### src/rtl/keypad_field_sequencer_pkg.sv
// rtl/keypad_field_sequencer_pkg.sv - shared types, defaults and helpers for the keypad field sequencer
package keypad_field_sequencer_pkg;

    localparam int DEF_N_FIELDS = 7;
    localparam int DEF_DIGITS   = 4;
    localparam int DEF_VAL_W    = 14;
    localparam int DEF_IDX_W    = 3;

    typedef enum logic [1:0] {
        ST_ENTRY     = 2'd0,
        ST_LAUNCH    = 2'd1,
        ST_WAIT_DONE = 2'd2,
        ST_SHOW      = 2'd3
    } state_t;

    // Higher encoding wins when several keys rise in the same cycle.
    typedef enum logic [2:0] {
        EV_NONE  = 3'd0,
        EV_DIGIT = 3'd1,
        EV_BKSP  = 3'd2,
        EV_NEXT  = 3'd3,
        EV_CLEAR = 3'd4
    } key_event_t;

    function automatic int min_val_w(input int digits);
        int max_val;
        max_val = 1;
        for (int i = 0; i < digits; i++) begin
            max_val = max_val * 10;
        end
        return $clog2(max_val);
    endfunction

endpackage

### src/rtl/keypad_field_sequencer_bcd_to_bin.sv
// rtl/keypad_field_sequencer_bcd_to_bin.sv - combinational packed-BCD to binary converter
module bcd_to_bin #(
    parameter int DIGITS = 4,
    parameter int VAL_W  = 14
) (
    input  logic [4*DIGITS-1:0] i_bcd,
    output logic [VAL_W-1:0]    o_bin
);

    // Horner evaluation from the most significant digit: acc = acc*10 + digit.
    always_comb begin
        o_bin = '0;
        for (int i = DIGITS - 1; i >= 0; i--) begin
            o_bin = (o_bin << 3) + (o_bin << 1) + VAL_W'(i_bcd[4*i +: 4]);
        end
    end

endmodule

### src/rtl/keypad_field_sequencer.sv
// rtl/keypad_field_sequencer.sv - multi-field keypad entry with classifier START/DONE handshake
module keypad_field_sequencer
    import keypad_field_sequencer_pkg::*;
#(
    parameter int N_FIELDS = DEF_N_FIELDS,
    parameter int DIGITS   = DEF_DIGITS,
    parameter int VAL_W    = DEF_VAL_W,
    parameter int IDX_W    = DEF_IDX_W
) (
    input  logic                      CLOCK_50,
    input  logic                      RESET_N,
    input  logic [9:0]                KEY_DIGIT,
    input  logic                      KEY_NEXT,
    input  logic                      KEY_BKSP,
    input  logic                      KEY_CLEAR,
    input  logic                      DONE,
    input  logic                      RESULT_IN,
    output logic                      START,
    output logic [N_FIELDS*VAL_W-1:0] FIELDS,
    output logic [IDX_W-1:0]          FIELD_IDX,
    output logic [4*DIGITS-1:0]       CUR_BCD,
    output logic [2:0]                CUR_NDIG,
    output logic                      RESULT,
    output logic                      RESULT_VALID,
    output logic                      BUSY
);

    localparam int                BCD_W    = 4 * DIGITS;
    localparam logic [IDX_W-1:0]  LAST_IDX = IDX_W'(N_FIELDS - 1);
    localparam logic [2:0]        NDIG_MAX = 3'(DIGITS);

    state_t                    r_state;
    logic [9:0]                r_digit_q;
    logic                      r_next_q;
    logic                      r_bksp_q;
    logic                      r_clear_q;
    logic                      r_start;
    logic [N_FIELDS*VAL_W-1:0] r_fields;
    logic [IDX_W-1:0]          r_field_idx;
    logic [BCD_W-1:0]          r_cur_bcd;
    logic [2:0]                r_cur_ndig;
    logic                      r_result;
    logic                      r_result_valid;

    logic [9:0]                w_dig_rise;
    logic                      w_dig_one;
    logic [3:0]                w_dig_val;
    key_event_t                w_event;
    logic [VAL_W-1:0]          w_bin;

    assign w_dig_rise = KEY_DIGIT & ~r_digit_q;
    assign w_dig_one  = $onehot(w_dig_rise);

    always_comb begin
        w_dig_val = '0;
        for (int i = 0; i < 10; i++) begin
            if (w_dig_rise[i]) begin
                w_dig_val = 4'(i);
            end
        end
    end

    always_comb begin
        w_event = EV_NONE;
        if (KEY_CLEAR && !r_clear_q) begin
            w_event = EV_CLEAR;
        end else if (KEY_NEXT && !r_next_q) begin
            w_event = EV_NEXT;
        end else if (KEY_BKSP && !r_bksp_q) begin
            w_event = EV_BKSP;
        end else if (w_dig_one) begin
            w_event = EV_DIGIT;
        end
    end

    bcd_to_bin #(
        .DIGITS (DIGITS),
        .VAL_W  (VAL_W)
    ) u_bcd_to_bin (
        .i_bcd  (r_cur_bcd),
        .o_bin  (w_bin)
    );

    always_ff @(posedge CLOCK_50 or negedge RESET_N) begin
        if (!RESET_N) begin
            r_state        <= ST_ENTRY;
            r_digit_q      <= '0;
            r_next_q       <= 1'b0;
            r_bksp_q       <= 1'b0;
            r_clear_q      <= 1'b0;
            r_start        <= 1'b0;
            r_fields       <= '0;
            r_field_idx    <= '0;
            r_cur_bcd      <= '0;
            r_cur_ndig     <= '0;
            r_result       <= 1'b0;
            r_result_valid <= 1'b0;
        end else begin
            r_digit_q <= KEY_DIGIT;
            r_next_q  <= KEY_NEXT;
            r_bksp_q  <= KEY_BKSP;
            r_clear_q <= KEY_CLEAR;
            r_start   <= 1'b0;

            if (w_event == EV_CLEAR) begin
                r_state        <= ST_ENTRY;
                r_fields       <= '0;
                r_field_idx    <= '0;
                r_cur_bcd      <= '0;
                r_cur_ndig     <= '0;
                r_result_valid <= 1'b0;
            end else begin
                case (r_state)
                    ST_ENTRY: begin
                        case (w_event)
                            EV_DIGIT: begin
                                if (r_cur_ndig < NDIG_MAX) begin
                                    r_cur_bcd  <= (r_cur_bcd << 4) | BCD_W'(w_dig_val);
                                    r_cur_ndig <= r_cur_ndig + 3'd1;
                                end
                            end
                            EV_BKSP: begin
                                if (r_cur_ndig != 3'd0) begin
                                    r_cur_bcd  <= r_cur_bcd >> 4;
                                    r_cur_ndig <= r_cur_ndig - 3'd1;
                                end
                            end
                            EV_NEXT: begin
                                r_fields[r_field_idx*VAL_W +: VAL_W] <= w_bin;
                                r_cur_bcd  <= '0;
                                r_cur_ndig <= '0;
                                if (r_field_idx < LAST_IDX) begin
                                    r_field_idx <= r_field_idx + 1'b1;
                                end else begin
                                    r_state <= ST_LAUNCH;
                                    r_start <= 1'b1;
                                end
                            end
                            default: ;
                        endcase
                    end
                    // START is high for exactly the cycle spent here; DONE is not yet accepted.
                    ST_LAUNCH: begin
                        r_state <= ST_WAIT_DONE;
                    end
                    ST_WAIT_DONE: begin
                        if (DONE) begin
                            r_result       <= RESULT_IN;
                            r_result_valid <= 1'b1;
                            r_state        <= ST_SHOW;
                        end
                    end
                    ST_SHOW: begin
                        if (w_event == EV_NEXT) begin
                            r_fields       <= '0;
                            r_field_idx    <= '0;
                            r_result_valid <= 1'b0;
                            r_state        <= ST_ENTRY;
                        end
                    end
                    default: r_state <= ST_ENTRY;
                endcase
            end
        end
    end

    assign START        = r_start;
    assign FIELDS       = r_fields;
    assign FIELD_IDX    = r_field_idx;
    assign CUR_BCD      = r_cur_bcd;
    assign CUR_NDIG     = r_cur_ndig;
    assign RESULT       = r_result;
    assign RESULT_VALID = r_result_valid;
    assign BUSY         = (r_state == ST_LAUNCH) || (r_state == ST_WAIT_DONE);

endmodule

### config.mk
export PLATFORM = sky130hd
export DESIGN_NAME = keypad_field_sequencer
export DESIGN_NICKNAME = d
export VERILOG_FILES = /design/src/rtl/keypad_field_sequencer_pkg.sv /design/src/rtl/keypad_field_sequencer_bcd_to_bin.sv /design/src/rtl/keypad_field_sequencer.sv
export SDC_FILE = /design/constraint.sdc
export NUM_CORES = 1
export LEC_CHECK = 0
export BUFFER_PORTS_ARGS = -buffer_cell sky130_fd_sc_hd__buf_2
export CORE_MARGIN = 2
export CORE_UTILIZATION = 40
export DETAILED_ROUTE_END_ITERATION = 7
export PLACE_DENSITY = 0.66
export SETUP_SLACK_MARGIN = 0.02
export SLEW_MARGIN = 40
export SYNTH_ARGS = -nofsm -noshare
export SYNTH_HDL_FRONTEND = slang
export SYNTH_HIERARCHICAL = 1
export SYNTH_SLANG_ARGS = --single-unit
### constraint.sdc
create_clock -name CLOCK_50 -period 7.51 [get_ports CLOCK_50]
set_input_delay 1.1265 -clock CLOCK_50 [delete_from_list [all_inputs] [get_ports CLOCK_50]]
set_output_delay 1.1265 -clock CLOCK_50 [all_outputs]
set_load 0.02 [all_outputs]
==> flow_summary_export.csv, run 1 <==
group,metric,value,unit
run_status,status,"finished, final reports clean",
layout,final_area,11800,µm²
clock_network,ctsHoldBuffers,0,
detailed_routing,first_iter_violations,946,
grt,overflow,0,
layout,drive_above_1_share,18.5,%
setup_path,crit_family,"adder cells",
sta,finClkSkew,0.0135,ns
sta,finalHoldViolCount,0,
setup_path,cp.arrival,7.09,ns
floorplan,die_area,27000,µm²
sta,setup_viol,0,
grt,grt_pass1_wl,51300,µm
clock_network,cts_tree,"built",
layout,n_fill_cell,2436,
clock_network,clockRootBuffer,"clkbuf_16",
sta,max_freq,0.148,GHz
logic_synthesis,ys_seq_elements,138,
clock_network,htree_levels,4,
setup_path,crit_path_max_fanout,7,
detailed_routing,detail_route.wl_per_cell,19.9,µm
logic_synthesis,synth_edf_count,0,
sta,rsz0062_at_grt,"false",
clock_network,cts_made_buffers,17,
sta,slew_headroom,44.2,%
grt,grt_max_degree,93,
sta,holdWs,0.498,ns
floorplan,die_w,164,µm
sta,tightest_slew,0.834,ns
grt,top_usage_layer,"met2",
layout,n_antenna_cell,0,
sta,finalMaxSlewViolations,0,
detailed_routing,firstDrtPassIters,5,
layout,areaGrowthSynthToFinish,15.1,%
logic_synthesis,synth_nets,1268,
setup_path,required,7.86,ns
grt,met2_usage,38.6,%
grt,grt.total_usage,24.5,%
clock_network,path_clk_slew,0.07,ns
sta,post-route-period-util,89.7,%
sta,layout_setup_ws,0.771,ns
sta,period_needed,6.74,ns
layout,fin_nets,1375,
grt,grt_use_met1,32.6,%
setup_path,crit_buf_inv,2,
sta,fin_setup_tns,0,ns
floorplan,chipHeight,164,µm
detailed_routing,remaining_drc_errors,0,
logic_synthesis,postSynth.asyncResetShare,100,%
setup_path,cp_slowest_cell,"fa_1",
placed_design,place_area,11200,µm²
floorplan,core-area,25200,µm²
logic_synthesis,yosysSeqAreaShare,33.6,%
setup_path,start_kind,"flip-flop",
detailed_routing,route.vias.total,9641,
detailed_routing,avgViaCountPerCell,5.93,
logic_synthesis,yosysWarnings,6,
logic_synthesis,synth.top_cell.area_share,33.6,%
setup_path,path_class,"flip-flop to flip-flop",
logic_synthesis,synth_cell_types,81,
floorplan,initial_utilization,40.8,%
clock_network,cts.sinks,138,
logic_synthesis,synth_area,10300,µm²
job,maxCapViolCount,0,
floorplan,io_pins,141,
placed_design,dp_hpwl,24200,µm
grt,grt_pass1_vias,9360,
clock_network,clockBufferDepth,2,
setup_path,crit_top_cell,"ha_1",
detailed_routing,routed_wl,32400,µm
logic_synthesis,synth_top_cell_by_area,"dfrtp_1",
grt,antenna_found_initial,0,
clock_network,cts_resized,0,
logic_synthesis,synth_common_cells,"nand2_1 (187), dfrtp_1 (138), mux2i_1 (73), a21oi_1 (71), nor2_1 (61)",
logic_synthesis,synth.area.top_cells,"dfrtp_1 (34%), mux2i_1 (7.1%), ha_1 (7.1%), nand2_1 (6.8%), a21oi_1 (3.5%)",
placed_design,port_buffers,140,
placed_design,place_ws,0.813,ns
logic_synthesis,syn_avg_cell_area,8.73,µm²
grt,met3_usage,5.61,%
clock_network,clock_latency,0.44,ns
setup_path,cp-end-kind,"flip-flop",
logic_synthesis,synth_ff_type,"dfrtp_1",
placed_design,globalplace.congestion,1.00,
clock_network,post-cts-setup-buffer-count,0,
floorplan,row_count,58,
logic_synthesis,netlist_instances,1177,
min_path,hold_path_class,"flip-flop to flip-flop",
logic_synthesis,yosysMostFrequentCell,"nand2_1",
detailed_routing,ant_nets,0,
setup_path,max_stage_delay,0.59,ns
## routing by layer
layer	wire length, µm	vias up
met5	0	-
met1	13800	4646
met3	2910	74
met4	962	0
li1	-	4464
met2	14700	457
## final timing paths
path | startpoint | to | slack, ns | depth (start not counted)
max in group asynchronous | RESET_N | FIELDS[8]$_DFFE_PN0P_ | 5.77 | 2
min | FIELDS[10]$_DFFE_PN0P_ | FIELDS[10]$_DFFE_PN0P_ | 0.50 | 1
min reg2reg | FIELDS[10]$_DFFE_PN0P_ | FIELDS[10]$_DFFE_PN0P_ | 0.50 | 1
min in group asynchronous | RESET_N | FIELDS[81]$_DFFE_PN0P_ | 0.73 | 1
max | CUR_BCD[11]$_DFFE_PN0P_ | FIELDS[48]$_DFFE_PN0P_ | 0.77 | 25
max reg2reg | CUR_BCD[11]$_DFFE_PN0P_ | FIELDS[48]$_DFFE_PN0P_ | 0.77 | 25
## sequential cells by signal (all words and copies together) (netlist names)
| name | flops |
|---|---|
| FIELDS | 98 |
| CUR_BCD | 16 |
| r_digit_q | 10 |
| CUR_NDIG | 3 |
| FIELD_IDX | 3 |
| r_state | 2 |
| RESULT | 1 |
| RESULT_VALID | 1 |
| START | 1 |
| r_bksp_q | 1 |
| r_clear_q | 1 |
| r_next_q | 1 |
## through the flow
step,util (%),cells
2_1_floorplan,-,1177
3_3_place_gp,44.5,1595
3_5_place_dp,44.6,1595
4_1_cts,46.9,1627
5_1_grt,47.0,1627
6_report,47.0,1627
## placed cells by master, fill, tap and decap left out, types with 11 or more instances in the layout
master | netlist | final
clkbuf_16 | 0 | 17
inv_1 | 48 | 48
mux2i_1 | 73 | 73
ha_1 | 58 | 58
a31oi_1 | 19 | 19
and2_1 | 11 | 11
nor2_1 | 61 | 60
o22ai_1 | 16 | 16
buf_2 | 17 | 139
or3_1 | 11 | 11
fa_1 | 16 | 16
nor2b_1 | 19 | 16
a21oi_1 | 71 | 70
nand3_1 | 44 | 44
nand2_1 | 187 | 187
o211ai_1 | 17 | 17
nand2b_1 | 31 | 31
o21ai_0 | 58 | 57
buf_4 | 7 | 18
a21o_1 | 16 | 16
dfrtp_1 | 138 | 137
xnor2_1 | 20 | 20
## final cells by class
class,count,area (µm²),area share (%)
flip-flops and latches,138,3450,29.2
repair buffers,160,865,7.31
inverters,48,180,1.52
clock buffers,17,425,3.60
well taps,330,413,3.49
multi-input cells,919,6330,53.6
clock inverters,15,153,1.29
## worst register-to-register path, cell delays in order (launching register included)
cell     delay, ns
dfrtp_1       0.42
inv_1         0.08
fa_1          0.59
inv_1         0.06
ha_1          0.29
a21o_1        0.17
a21oi_1       0.19
o21ai_0       0.22
ha_1          0.33
ha_1          0.35
a21o_1        0.21
o41a_1        0.34
xor2_1        0.20
ha_1          0.27
ha_1          0.36
nand4_1       0.16
nor3b_1       0.20
or3_1         0.13
a21oi_1       0.07
xnor2_1       0.59
mux2_2        0.29
nand2_1       0.05
o41ai_1       0.15
mux2i_1       0.30
or4_1         0.55
o21ai_0       0.08
## logic make-up (layout without fill, tap and decap cells)
logic type               Yosys count  in the layout  synth area share, %
adder cells (fa/ha/maj)           74             74                 10.2
flip-flops                       138            138                 33.6
buffers and inverters            120            240                 5.07
AND/OR/NAND/NOR                  438            438                 21.1
multiplexers                      77             77                 7.55
XOR/XNOR                          29             29                 2.69
AO/OA/AOI/OAI                    301            301                 19.8
Power of run 1 is not shown: default switching activity piles up to over one toggle a cycle in this logic, so the estimate is an artifact.
==> run 2: changes to the inputs <==
CORE_UTILIZATION = 59   (was 40)
PLACE_DENSITY = 0.89   (was 0.66)
==> run 2 against run 1 <==
The flow now finishes with violations (DRC). Fmax shrank 4.2%. Cell count down 6.5%. Sequential share of layout area increased by 0.071 points. Sequential cell count stayed put. Wire length up 5.8%. Setup slack worse by 0.30 ns. Die area decreased by 31%. Non-clock buffer count did not move. Via count up 6.0%. Critical path type unchanged. Largest cell class unchanged. Highest routed layer unchanged.
==> flow_summary_export.csv, run 2 (synthesis results as in run 1) <==
group,metric,value,unit
run_status,status,"complete, but fails checks",
run_status,violations,"DRC",
setup_path,crit_path_end,"FIELDS[48]$_DFFE_PN0P_",
clock_network,cts_made_buffers,17,
placed_design,port_buffers,140,
grt,grt.total_usage,37.3,%
sta,slew_headroom,37.8,%
placed_design,globalplace.congestion,0.999,
floorplan,row_count,48,
layout,n_fill_cell,1341,
detailed_routing,route.vias.total,10200,
floorplan,die_area,18500,µm²
setup_path,r2r_setup_slack,0.47,ns
setup_path,path_class,"flip-flop to flip-flop",
sta,tightest_slew,0.929,ns
sta,post-route-period-util,93.7,%
layout,multi_input_area,6340,µm²
detailed_routing,detail_route.wl_per_cell,22.5,µm
detailed_routing,first_iter_violations,1338,
sta,finClkSkew,0.00895,ns
layout,seqCellArea,3450,µm²
detailed_routing,firstDrtPassIters,8,
floorplan,die_w,136,µm
setup_path,startpoint,"CUR_BCD[11]$_DFFE_PN0P_",
layout,largest_reg_flops,98,
placed_design,dp_hpwl,24100,µm
setup_path,required,7.83,ns
sta,finalHoldViolCount,0,
detailed_routing,ant_nets,0,
detailed_routing,met1Wirelength,12800,µm
clock_network,ctsHoldBuffers,0,
detailed_routing,top_layer,"met4",
grt,grt_max_degree,93,
sta,setup_viol,0,
setup_path,start_kind,"flip-flop",
setup_path,timing.rr.end,"FIELDS[48]$_DFFE_PN0P_",
layout,layout_common_cells,"nand2_1 (186), buf_2 (139), dfrtp_1 (137)",
placed_design,placed_cells,1490,
clock_network,cts_resized,0,
detailed_routing,wl_met3,3690,µm
setup_path,cp.arrival,7.36,ns
setup_path,reg2reg_from,"CUR_BCD[11]$_DFFE_PN0P_",
sta,finalMaxSlewViolations,0,
min_path,hold_path_class,"flip-flop to flip-flop",
grt,overflow,0,
layout,instances_no_fill,1522,
floorplan,io_pins,141,
detailed_routing,routed_wl,34300,µm
grt,antenna_found_initial,0,
layout,fin_nets,1375,
setup_path,crit_path_max_fanout,7,
grt,grt_pass1_vias,9809,
clock_network,clockRootBuffer,"clkbuf_16",
grt,grt_pass1_wl,53100,µm
clock_network,htree_levels,4,
job,maxCapViolCount,0,
detailed_routing,remaining_drc_errors,5,
clock_network,cts.sinks,138,
floorplan,initial_utilization,59.8,%
layout,areaGrowthSynthToFinish,14.8,%
clock_network,path_clk_slew,0.07,ns
sta,rsz0062_at_grt,"false",
sta,max_freq,0.142,GHz
sta,period_needed,7.04,ns
clock_network,clockBufferDepth,2,
sta,fin_setup_tns,0,ns
setup_path,cp-end-kind,"flip-flop",
floorplan,core-area,17200,µm²
layout,drive_above_1_share,18.6,%
clock_network,post-cts-setup-buffer-count,0,
detailed_routing,wl_met2,15900,µm
clock_network,clock_latency,0.43,ns
floorplan,chipHeight,136,µm
layout,layout_commonest_cell,"nand2_1",
layout,n_antenna_cell,0,
clock_network,cts_tree,"built",
setup_path,rr_worst_depth,25,
detailed_routing,avgViaCountPerCell,6.71,
-- run 2: how the worst min path moves through the flow --
stage / startpoint / endpoint / slack, ns / cells past startpoint
CTS: FIELDS[11]$_DFFE_PN0P_ / FIELDS[11]$_DFFE_PN0P_ / 0.49 / 1
global placement: FIELDS[10]$_DFFE_PN0P_ / FIELDS[10]$_DFFE_PN0P_ / 0.47 / 1
floorplan: r_state[0]$_DFFE_PN0P_ / r_state[0]$_DFFE_PN0P_ / 0.54 / 2
finish: FIELDS[11]$_DFFE_PN0P_ / FIELDS[11]$_DFFE_PN0P_ / 0.49 / 1
global route: FIELDS[12]$_DFFE_PN0P_ / FIELDS[12]$_DFFE_PN0P_ / 0.51 / 1
detailed placement: FIELDS[10]$_DFFE_PN0P_ / FIELDS[10]$_DFFE_PN0P_ / 0.47 / 1
-- run 2: layout make-up --
class	instances	area share, %
multi-input cells	919	53.8
flip-flops and latches	138	29.3
repair buffers	160	7.33
clock buffers	18	3.72
well taps	225	2.39
clock inverters	14	1.98
inverters	48	1.53
-- run 2: metrics by stage --
step / hold slack [ns] / cell area [µm²] / util [%] / setup WS (ns)
after floorplan: 0.536 / 10300 / - / 1.43
after global placement: 0.472 / 11100 / 64.5 / 0.899
after detailed placement: 0.474 / 11100 / 64.7 / 0.684
after CTS: 0.493 / 11800 / 68.6 / 0.514
after global routing: 0.507 / 11800 / 68.7 / 0.248
final: 0.492 / 11800 / 68.7 / 0.475
-- run 2: worst max-delay path: stages, from the launching register on --
cell and delay, ns:
dfrtp_1 0.42, inv_1 0.08, fa_1 0.59, inv_1 0.05, ha_1 0.28, a21o_1 0.17
a21oi_1 0.21, o21ai_0 0.21, ha_1 0.34, ha_1 0.36, a21o_1 0.22, o41a_1 0.35
xor2_1 0.21, ha_1 0.27, ha_1 0.37, nand4_1 0.16, nor3b_1 0.21, or3_1 0.13
a21oi_1 0.08, xnor2_1 0.69, mux2_2 0.29, nand2_1 0.06, o41ai_2 0.13, mux2i_1 0.33
or4_1 0.57, o21ai_0 0.14
-- run 2: layer usage --
metal  track usage (%)  vias to the layer above
li1                  -                     4454
met1              46.7                     4835
met2              60.1                      744
met3              8.09                      186
met4              20.5                        0
met5                 0                        -
Power of run 2 is left out for the same reason.
